**src/rtl/rv32e_mem_pkg.sv**
```systemverilog
// Shared types and constants for the rv32e SPI memory controller.
package rv32e_mem_pkg;

    typedef enum logic [1:0] {
        SZ_BYTE    = 2'b00,
        SZ_HALF    = 2'b01,
        SZ_WORD    = 2'b10,
        SZ_ILLEGAL = 2'b11
    } size_e;

    typedef enum logic [1:0] {
        ST_IDLE  = 2'b00,
        ST_SHIFT = 2'b01,
        ST_DONE  = 2'b10
    } state_e;

    localparam logic [7:0]  CMD_READ_DEF  = 8'h03;
    localparam logic [7:0]  CMD_WRITE_DEF = 8'h02;
    localparam int unsigned RAM_SEL_BIT   = 23;
    localparam int unsigned FRAME_W       = 64;
    localparam int unsigned CNT_W         = 6;

    // Index of the final bit of a frame: 8 opcode + 24 address + data bits, minus one.
    function automatic logic [CNT_W-1:0] frame_last_idx(input size_e sz);
        case (sz)
            SZ_BYTE: frame_last_idx = CNT_W'(39);
            SZ_HALF: frame_last_idx = CNT_W'(47);
            default: frame_last_idx = CNT_W'(63);
        endcase
    endfunction

    // First received byte sits highest in the shift window; place it in the low lane.
    function automatic logic [31:0] order_rdata(input size_e sz, input logic [31:0] rx);
        case (sz)
            SZ_BYTE: order_rdata = {24'h0, rx[7:0]};
            SZ_HALF: order_rdata = {16'h0, rx[7:0], rx[15:8]};
            default: order_rdata = {rx[7:0], rx[15:8], rx[23:16], rx[31:24]};
        endcase
    endfunction

endpackage

```
**src/rtl/spi_mem_shifter.sv**
```systemverilog
// Two-phase SPI mode-0 bit engine: each bit is one low clk (MOSI update) and one high clk
// (MISO sampled at its end).
module spi_mem_shifter
    import rv32e_mem_pkg::*;
(
    input  logic               clk,
    input  logic               rst_n,
    input  logic               load_i,
    input  logic [FRAME_W-1:0] frame_i,
    input  logic [CNT_W-1:0]   last_idx_i,
    output logic               busy_o,
    output logic               last_c_o,
    output logic               sck_o,
    output logic               mosi_o,
    input  logic               miso_i,
    output logic [31:0]        rx_c_o
);

    logic [FRAME_W-2:0] sr_q;
    logic [CNT_W-1:0]   cnt_q;
    logic [30:0]        rx_q;
    logic               busy_q;
    logic               sck_q;
    logic               mosi_q;

    // High phase of the final bit: the FSM leaves SHIFT on this edge.
    assign last_c_o = busy_q && sck_q && (cnt_q == '0);
    assign rx_c_o   = {rx_q, miso_i};
    assign busy_o   = busy_q;
    assign sck_o    = sck_q;
    assign mosi_o   = mosi_q;

    always_ff @(posedge clk or negedge rst_n) begin
        if (!rst_n) begin
            sr_q   <= '0;
            cnt_q  <= '0;
            rx_q   <= '0;
            busy_q <= 1'b0;
            sck_q  <= 1'b0;
            mosi_q <= 1'b0;
        end else if (load_i) begin
            sr_q   <= frame_i[FRAME_W-2:0];
            mosi_q <= frame_i[FRAME_W-1];
            cnt_q  <= last_idx_i;
            sck_q  <= 1'b0;
            busy_q <= 1'b1;
        end else if (busy_q) begin
            if (!sck_q) begin
                sck_q <= 1'b1;
            end else begin
                sck_q <= 1'b0;
                rx_q  <= rx_c_o[30:0];
                if (cnt_q == '0) begin
                    busy_q <= 1'b0;
                    mosi_q <= 1'b0;
                end else begin
                    cnt_q  <= cnt_q - CNT_W'(1);
                    mosi_q <= sr_q[FRAME_W-2];
                    sr_q   <= {sr_q[FRAME_W-3:0], 1'b0};
                end
            end
        end
    end

endmodule

```
**src/rtl/spi_mem_ctrl.sv**
```systemverilog
// SPI memory controller: one CPU load/store/fetch request becomes one SPI read/write
// transaction on the flash (code) or RAM (data) device.
module spi_mem_ctrl
    import rv32e_mem_pkg::*;
#(
    parameter int unsigned ADDR_W    = RAM_SEL_BIT + 1,
    parameter logic [7:0]  CMD_READ  = CMD_READ_DEF,
    parameter logic [7:0]  CMD_WRITE = CMD_WRITE_DEF
) (
    input  logic              clk,
    input  logic              rst_n,
    input  logic              req,
    input  logic              we,
    input  logic [1:0]        size,
    input  logic [ADDR_W-1:0] addr,
    input  logic [31:0]       wdata,
    output logic              ready,
    output logic              done,
    output logic              err,
    output logic [31:0]       rdata,
    output logic              spi_sck,
    output logic              spi_mosi,
    input  logic              spi_miso,
    output logic              spi_cs_flash_n,
    output logic              spi_cs_ram_n
);

    localparam int unsigned RAM_BIT = ADDR_W - 1;

    state_e      state_q, state_d;
    size_e       size_q, size_d;
    logic        we_q, we_d;
    logic        ready_q, ready_d;
    logic        done_q, done_d;
    logic        err_q, err_d;
    logic        cs_flash_n_q, cs_flash_n_d;
    logic        cs_ram_n_q, cs_ram_n_d;
    logic [31:0] rdata_q, rdata_d;

    size_e              sz_c;
    logic               illegal_c;
    logic               load_c;
    logic [FRAME_W-1:0] frame_c;
    logic               busy;
    logic               last_c;
    logic [31:0]        rx_c;

    assign sz_c      = size_e'(size);
    assign illegal_c = (sz_c == SZ_ILLEGAL) || (we && !addr[RAM_BIT]);

    // Opcode, device address with the select bit cleared, then data bytes lowest lane first.
    assign frame_c = {we ? CMD_WRITE : CMD_READ,
                      24'({1'b0, addr[ADDR_W-2:0]}),
                      we ? {wdata[7:0], wdata[15:8], wdata[23:16], wdata[31:24]} : 32'h0};

    spi_mem_shifter u_shifter (
        .clk        (clk),
        .rst_n      (rst_n),
        .load_i     (load_c),
        .frame_i    (frame_c),
        .last_idx_i (frame_last_idx(sz_c)),
        .busy_o     (busy),
        .last_c_o   (last_c),
        .sck_o      (spi_sck),
        .mosi_o     (spi_mosi),
        .miso_i     (spi_miso),
        .rx_c_o     (rx_c)
    );

    always_ff @(posedge clk or negedge rst_n) begin
        if (!rst_n) begin
            state_q      <= ST_IDLE;
            size_q       <= SZ_BYTE;
            we_q         <= 1'b0;
            ready_q      <= 1'b1;
            done_q       <= 1'b0;
            err_q        <= 1'b0;
            cs_flash_n_q <= 1'b1;
            cs_ram_n_q   <= 1'b1;
            rdata_q      <= '0;
        end else begin
            state_q      <= state_d;
            size_q       <= size_d;
            we_q         <= we_d;
            ready_q      <= ready_d;
            done_q       <= done_d;
            err_q        <= err_d;
            cs_flash_n_q <= cs_flash_n_d;
            cs_ram_n_q   <= cs_ram_n_d;
            rdata_q      <= rdata_d;
        end
    end

    // DONE also accepts, so a held request restarts with exactly one CS-high cycle between frames.
    always_comb begin
        state_d      = state_q;
        size_d       = size_q;
        we_d         = we_q;
        ready_d      = 1'b0;
        done_d       = 1'b0;
        err_d        = 1'b0;
        cs_flash_n_d = cs_flash_n_q;
        cs_ram_n_d   = cs_ram_n_q;
        rdata_d      = rdata_q;
        load_c       = 1'b0;
        unique case (state_q)
            ST_IDLE, ST_DONE: begin
                state_d      = ST_IDLE;
                ready_d      = 1'b1;
                cs_flash_n_d = 1'b1;
                cs_ram_n_d   = 1'b1;
                if (req && !busy) begin
                    ready_d = 1'b0;
                    we_d    = we;
                    size_d  = sz_c;
                    rdata_d = '0;
                    if (illegal_c) begin
                        state_d = ST_DONE;
                        done_d  = 1'b1;
                        err_d   = 1'b1;
                    end else begin
                        state_d      = ST_SHIFT;
                        load_c       = 1'b1;
                        cs_flash_n_d = addr[RAM_BIT];
                        cs_ram_n_d   = !addr[RAM_BIT];
                    end
                end
            end
            ST_SHIFT: begin
                if (last_c) begin
                    state_d      = ST_DONE;
                    done_d       = 1'b1;
                    cs_flash_n_d = 1'b1;
                    cs_ram_n_d   = 1'b1;
                    rdata_d      = we_q ? 32'h0 : order_rdata(size_q, rx_c);
                end
            end
            default: state_d = ST_IDLE;
        endcase
    end

    assign ready          = ready_q;
    assign done           = done_q;
    assign err            = err_q;
    assign rdata          = rdata_q;
    assign spi_cs_flash_n = cs_flash_n_q;
    assign spi_cs_ram_n   = cs_ram_n_q;

endmodule

```
**config.mk**
```make
export PLATFORM = sky130hd
export DESIGN_NAME = spi_mem_ctrl
export DESIGN_NICKNAME = d
export VERILOG_FILES = /design/src/rtl/rv32e_mem_pkg.sv /design/src/rtl/spi_mem_shifter.sv /design/src/rtl/spi_mem_ctrl.sv
export SDC_FILE = /design/constraint.sdc
export NUM_CORES = 1
export LEC_CHECK = 0
export BUFFER_PORTS_ARGS = -buffer_cell sky130_fd_sc_hd__buf_2
export CAP_MARGIN = 20
export CORE_MARGIN = 2
export CORE_UTILIZATION = 40
export DETAILED_ROUTE_END_ITERATION = 6
export PLACE_DENSITY_LB_ADDON = 0.3
export SKIP_CTS_REPAIR_TIMING = 1
export SKIP_LAST_GASP = 1
export SYNTH_ARGS = -nofsm -noshare
export SYNTH_HDL_FRONTEND = slang
export SYNTH_SLANG_ARGS = --single-unit
```
**constraint.sdc**
```tcl
create_clock -name clk -period 2.1 [get_ports clk]
set_input_delay 0.21 -clock clk [delete_from_list [all_inputs] [get_ports clk]]
set_output_delay 0.21 -clock clk [all_outputs]
set_load 0.02 [all_outputs]
```
; ---- Word level (Yosys, flattened, before mapping)
; Cells that the tools add are included.
[word_totals]
output_inout_bits = 39
input_bits = 63
reg_bits = 145
[classes]
n_addsub = 1
reduce_logical = 21
eq_ne = 8
n_mux = 48
bitwise_logic = 1
[op_table]
columns = cell, count
row1 = two-way mux 63 bit, 4
row2 = two-way mux 32 bit, 4
row3 = one-hot mux 32 bit (2 select lines), 2
row4 = two-way mux 1 bit, 26
row5 = two-way mux 6 bit, 4
row6 = one-hot mux 5 bit (2 select lines), 1
row7 = AND reduction 3 bit, 3
row8 = "equality test 2 x 1 -> 1 bit, second input constant", 3
row9 = zero test 2 bit, 3
row10 = zero test 6 bit, 1
row11 = two-way mux 2 bit, 3
row12 = "!= test 2 bit, second input constant", 3
row13 = one-hot mux 1 bit (2 select lines), 3
row14 = AND reduction 2 bit, 3
row15 = nonzero test 2 bit, 3
row16 = "subtractor 6 x 1 -> 6 bit, second input constant", 1
row17 = "equality test 2 bit, second input constant", 2
row18 = logical AND 1 bit, 4
row19 = one-hot mux 2 bit (2 select lines), 1
row20 = zero test 1 bit, 2
row21 = OR reduction 2 bit, 1
row22 = logical OR 1 bit, 1
row23 = inverter 1 bit, 1

; ---- Depth between registers and ports, before layout
[depth]
ltp_word = 8
depth_mapped = 8
depth_no_buf = 6

; ---- Modules after synthesis
; Synthesis repeated with hierarchy kept, for this count alone.
[hier_totals]
hier_cells = 736
area_unflattened_um2 = 7713.6
[modules_own_cells]
columns = module, seq_area_each_um2, area_per_inst_um2, cells_each, instances
row1 = spi_mem_shifter, 2577.5, 5664.2, 562, 1
row2 = spi_mem_ctrl, 1054.8, 2049.5, 174, 1

; ---- Worst setup path after synthesis
; OpenSTA, ideal clock, no wires.
[synth_path]
kind = register to register
startpoint = reg u_shifter.cnt_q[0]
endpoint = reg rdata_q[10] (netlist: rdata[10])
path_slack_ns = -0.242
path_stages_with_launch = 8
arrival_time_ns = 2.216
setup_time_ns = 0.125
t_required_ns = 1.975
n_path_buf = 1
path_cell_list = dfrtp_1 -> inv_1 -> ha_1 -> or4b_4 -> or4_4 -> a21oi_4 -> buf_6 -> mux2_4
[synth_between]
elab_chain_cells = 4
[synth_rtl]
columns = element, line
row1 = start: declaration, spi_mem_shifter.sv:20  ; logic [CNT_W-1:0] cnt_q;
row2 = start signal: assignment, spi_mem_shifter.sv:44  ; cnt_q <= last_idx_i;
row3 = start signal: assignment, spi_mem_shifter.sv:57  ; cnt_q <= cnt_q - CNT_W'(1);
row4 = zero test 6 bit, spi_mem_shifter.sv:27  ; assign last_c_o = busy_q && sck_q && (cnt_q == '0);
row5 = logical AND 1 bit, spi_mem_shifter.sv:27
row6 = != test 2 bit (no source line), n/a
row7 = AND reduction 3 bit (no source line), n/a
row8 = end signal: assignment, spi_mem_ctrl.sv:90  ; rdata_q <= rdata_d;
row9 = end: declaration, spi_mem_ctrl.sv:38  ; logic [31:0] rdata_q, rdata_d;
; Every way passes these cells.
; A chain may end at the register's enable or synchronous reset.

; ---- Worst setup path in the final report
[layout_path]
startpoint = reg u_shifter.cnt_q[0]
endpoint = reg rdata_q[9] (netlist: rdata[9])
; Same word-level chain as after synthesis.

==> metrics.txt <==
status complete, but fails checks; failing checks negative setup slack; first-pass GRT wire length 23300 um; fraction of layout cells with a size suffix above 1 33.9%; worst-case clock skew 6.70 ps; CP Max Fanout 12; overall power 13.2 mW; 1st-pass router iterations 5; WL per Instance 16.2 um; root cell of the clock tree clkbuf_16; hold path startpoint wdata[24]; Initial DRC Count 273; CTS Buf Count 17; post-synthesis mux area share 16.2%; Initial Util 40.8%; clock sink count 145; Residual DRC 0; Pwr Density 1580 nW/um2; Compound-Gate Fraction of Synth Area 13.1%; Buf/Inv on CP 2; vias per cell 5.19; Netlist Area Pre-Place 6460 um2; reg2reg end rdata[9]$_DFFE_PN0P_; overall die width 131 um; die span in y 131 um; Post-Synth Adder-Cell Area 0.387%; slowest CP cell or4b_4; Critical Path End rdata[9]$_DFFE_PN0P_; synthesized flop and latch total 145; crit-path max cell delay 460 ps; reg2reg start u_shifter.cnt_q[0]$_DFFE_PN0P_; Fmax 433 MHz; Area Growth Syn to Fin 29.4%; Hold Violations, Final 0; Worst Slack Setup Final -210 ps; antenna violations before repair 0; H-Tree Level Count 4; cell area after layout 8360 um2; Crit path max-delay family simple AND/OR/NAND/NOR gates; Post-synth ARST share 100%; most frequent cells after synthesis dfrtp_1 (142), o21ai_0 (66), nand3_1 (57); worst min path class in -> reg; hpwl dp 9500 um; worst r2r path cells 7; ant diodes 0; Synth Area in Simple Gates 9.28%; largest family of logic cells by synthesized area multiplexers; Max VDD drop 0.694 mV; Non-Filler Instances 918; setup violators final 32; largest net degree at the start of global routing 105; syn_area_per_cell 11.3 um2; clock-pin slew on the worst setup and hold paths 60 ps; port buffer count 101; Worst Max-Slew Pin Slew 516 ps; top cells by area, synth dfrtp_1 (55%), mux2i_1 (8.5%), mux2_2 (6.3%); XOR/XNOR Fraction of Synth Area 0.136%; Pins Over Slew Limit 0; Cell variety after synth 43; Skew-Pair Late Insertion Delay 420 ps; critical path depth in cells 7; fillers 1390; core area 15800 um2; final core utilization 52.8%; area post-placement 7420 um2; min Tclk post-route 2310 ps; sequential fraction of the synthesis area 56.2%; number of global-route vias before repair 4674; post-route ant nets 0; Leakage 3.95 nW; YS warnings 0; worst-path cell chain inv_2 -> ha_4 -> or4b_4 -> or4_4 -> a21oi_4 -> buf_12 -> mux2_2; Placer Congestion 0.779; count leader, synth dfrtp_1; largest area contributor in the netlist dfrtp_1; max cap viols 0; Post-synth EDFFs 0; period utilization 110%; Placed Cells 872; net count after synthesis 635; max_slew headroom 65.6%; worst setup path class reg -> reg; final WL 14900 um; Global Route Usage Sum 17.4%; Critical path origin u_shifter.cnt_q[0]$_DFFE_PN0P_; cells after synthesis 570; unrepaired setup endpoints after global routing true; Rows 46; Worst R2R Setup Slack -210 ps; Vias 4761; Worst Path Required 2400 ps; GRT overflow 0; TritonCTS clock tree yes; Top Ports 102; Worst setup EP type register; Worst EP arrival 2600 ps; die area 17200 um2; post-synth top area share 55.0%; critical path launch point type register; CTS max path bufs 2; fin nets 754; main flop type after synthesis dfrtp_1
## cells by family after synthesis
family / Yosys count
AND/OR/NAND/NOR: 121
XOR/XNOR: 1
flip-flops: 145
multiplexers: 97
buffers and inverters: 72
adder cells (fa/ha/maj): 2
AO/OA/AOI/OAI: 132
## metrics by stage
| step | hold slack (ps) | setup TNS [ps] | worst slack [ps] |
|---|---|---|---|
| finish | 11.4 | -5550 | -210 |
| floorplan | -85.6 | -2470 | -218 |
| CTS | -251 | -6450 | -271 |
| detailed placement | 199 | -6020 | -259 |
| global placement | 192 | -4230 | -158 |
| global route | 15.3 | -9180 | -296 |
## sequential cells by signal, indices dropped and copies added, names as in the netlist
signal	cells
err	1
state_q	2
u_shifter.sr_q	63
u_shifter.mosi_o	1
ready	1
rdata	32
u_shifter.busy_o	1
we_q	1
spi_cs_ram_n	1
u_shifter.rx_q	31
size_q	2
u_shifter.sck_o	1
done	1
spi_cs_flash_n	1
u_shifter.cnt_q	6
## cell type report
cell class / instances / area, um2 / share of cell area [%]
sequential: 145 / 3630 / 43.5
tap: 216 / 270 / 3.23
clock buffer: 24 / 502 / 6.00
timing repair buffer: 143 / 1100 / 13.2
multi-input combinational: 353 / 2620 / 31.4
inverter: 29 / 109 / 1.30
clock inverter: 8 / 124 / 1.48
## power by group
group          switching, mW  internal, mW  leakage (nW)
combinational           2.66          2.67          1.74
clock                   1.13          2.03         0.303
sequential             0.821          3.87          1.91
total                   4.61          8.57          3.95
## per-layer routing
layer | track usage (%) | wire length, um | up-vias
met3 | 5.28 | 724 | 19
met2 | 27.6 | 7230 | 111
met4 | 5.69 | 215 | 0
li1 | - | - | 2290
met5 | 0 | 0 | -
met1 | 23.0 | 6740 | 2341
## worst min-delay path by stage
stage,end,slack [ps],depth (start not counted)
after global placement,rdata[23]$_DFFE_PN0P_,190,1
final,u_shifter.sr_q[0]$_DFFE_PN0P_,10,2
after global routing,u_shifter.sr_q[0]$_DFFE_PN0P_,20,2
after detailed placement,rdata[23]$_DFFE_PN0P_,200,1
after floorplan,done$_DFF_PN0_,-90,0
after CTS,rdata[5]$_DFFE_PN0P_,-250,1
## layout by cell type (no fill, tap or decap), types with 6 or more instances in the layout
| master | synthesis | layout |
|---|---|---|
| buf_12 | 0 | 9 |
| o21ai_1 | 0 | 20 |
| nor2_1 | 9 | 8 |
| o21ai_2 | 0 | 6 |
| buf_2 | 6 | 100 |
| a22oi_1 | 32 | 32 |
| o21ai_0 | 66 | 39 |
| clkbuf_16 | 0 | 23 |
| inv_1 | 29 | 27 |
| nand2_1 | 36 | 36 |
| a22o_1 | 15 | 15 |
| dfrtp_1 | 142 | 142 |
| mux2i_1 | 55 | 54 |
| buf_4 | 0 | 18 |
| mux2_2 | 36 | 36 |
| mux2_4 | 6 | 6 |
| nand3_1 | 57 | 56 |
Note: power is estimated with default switching activity, not from simulation.
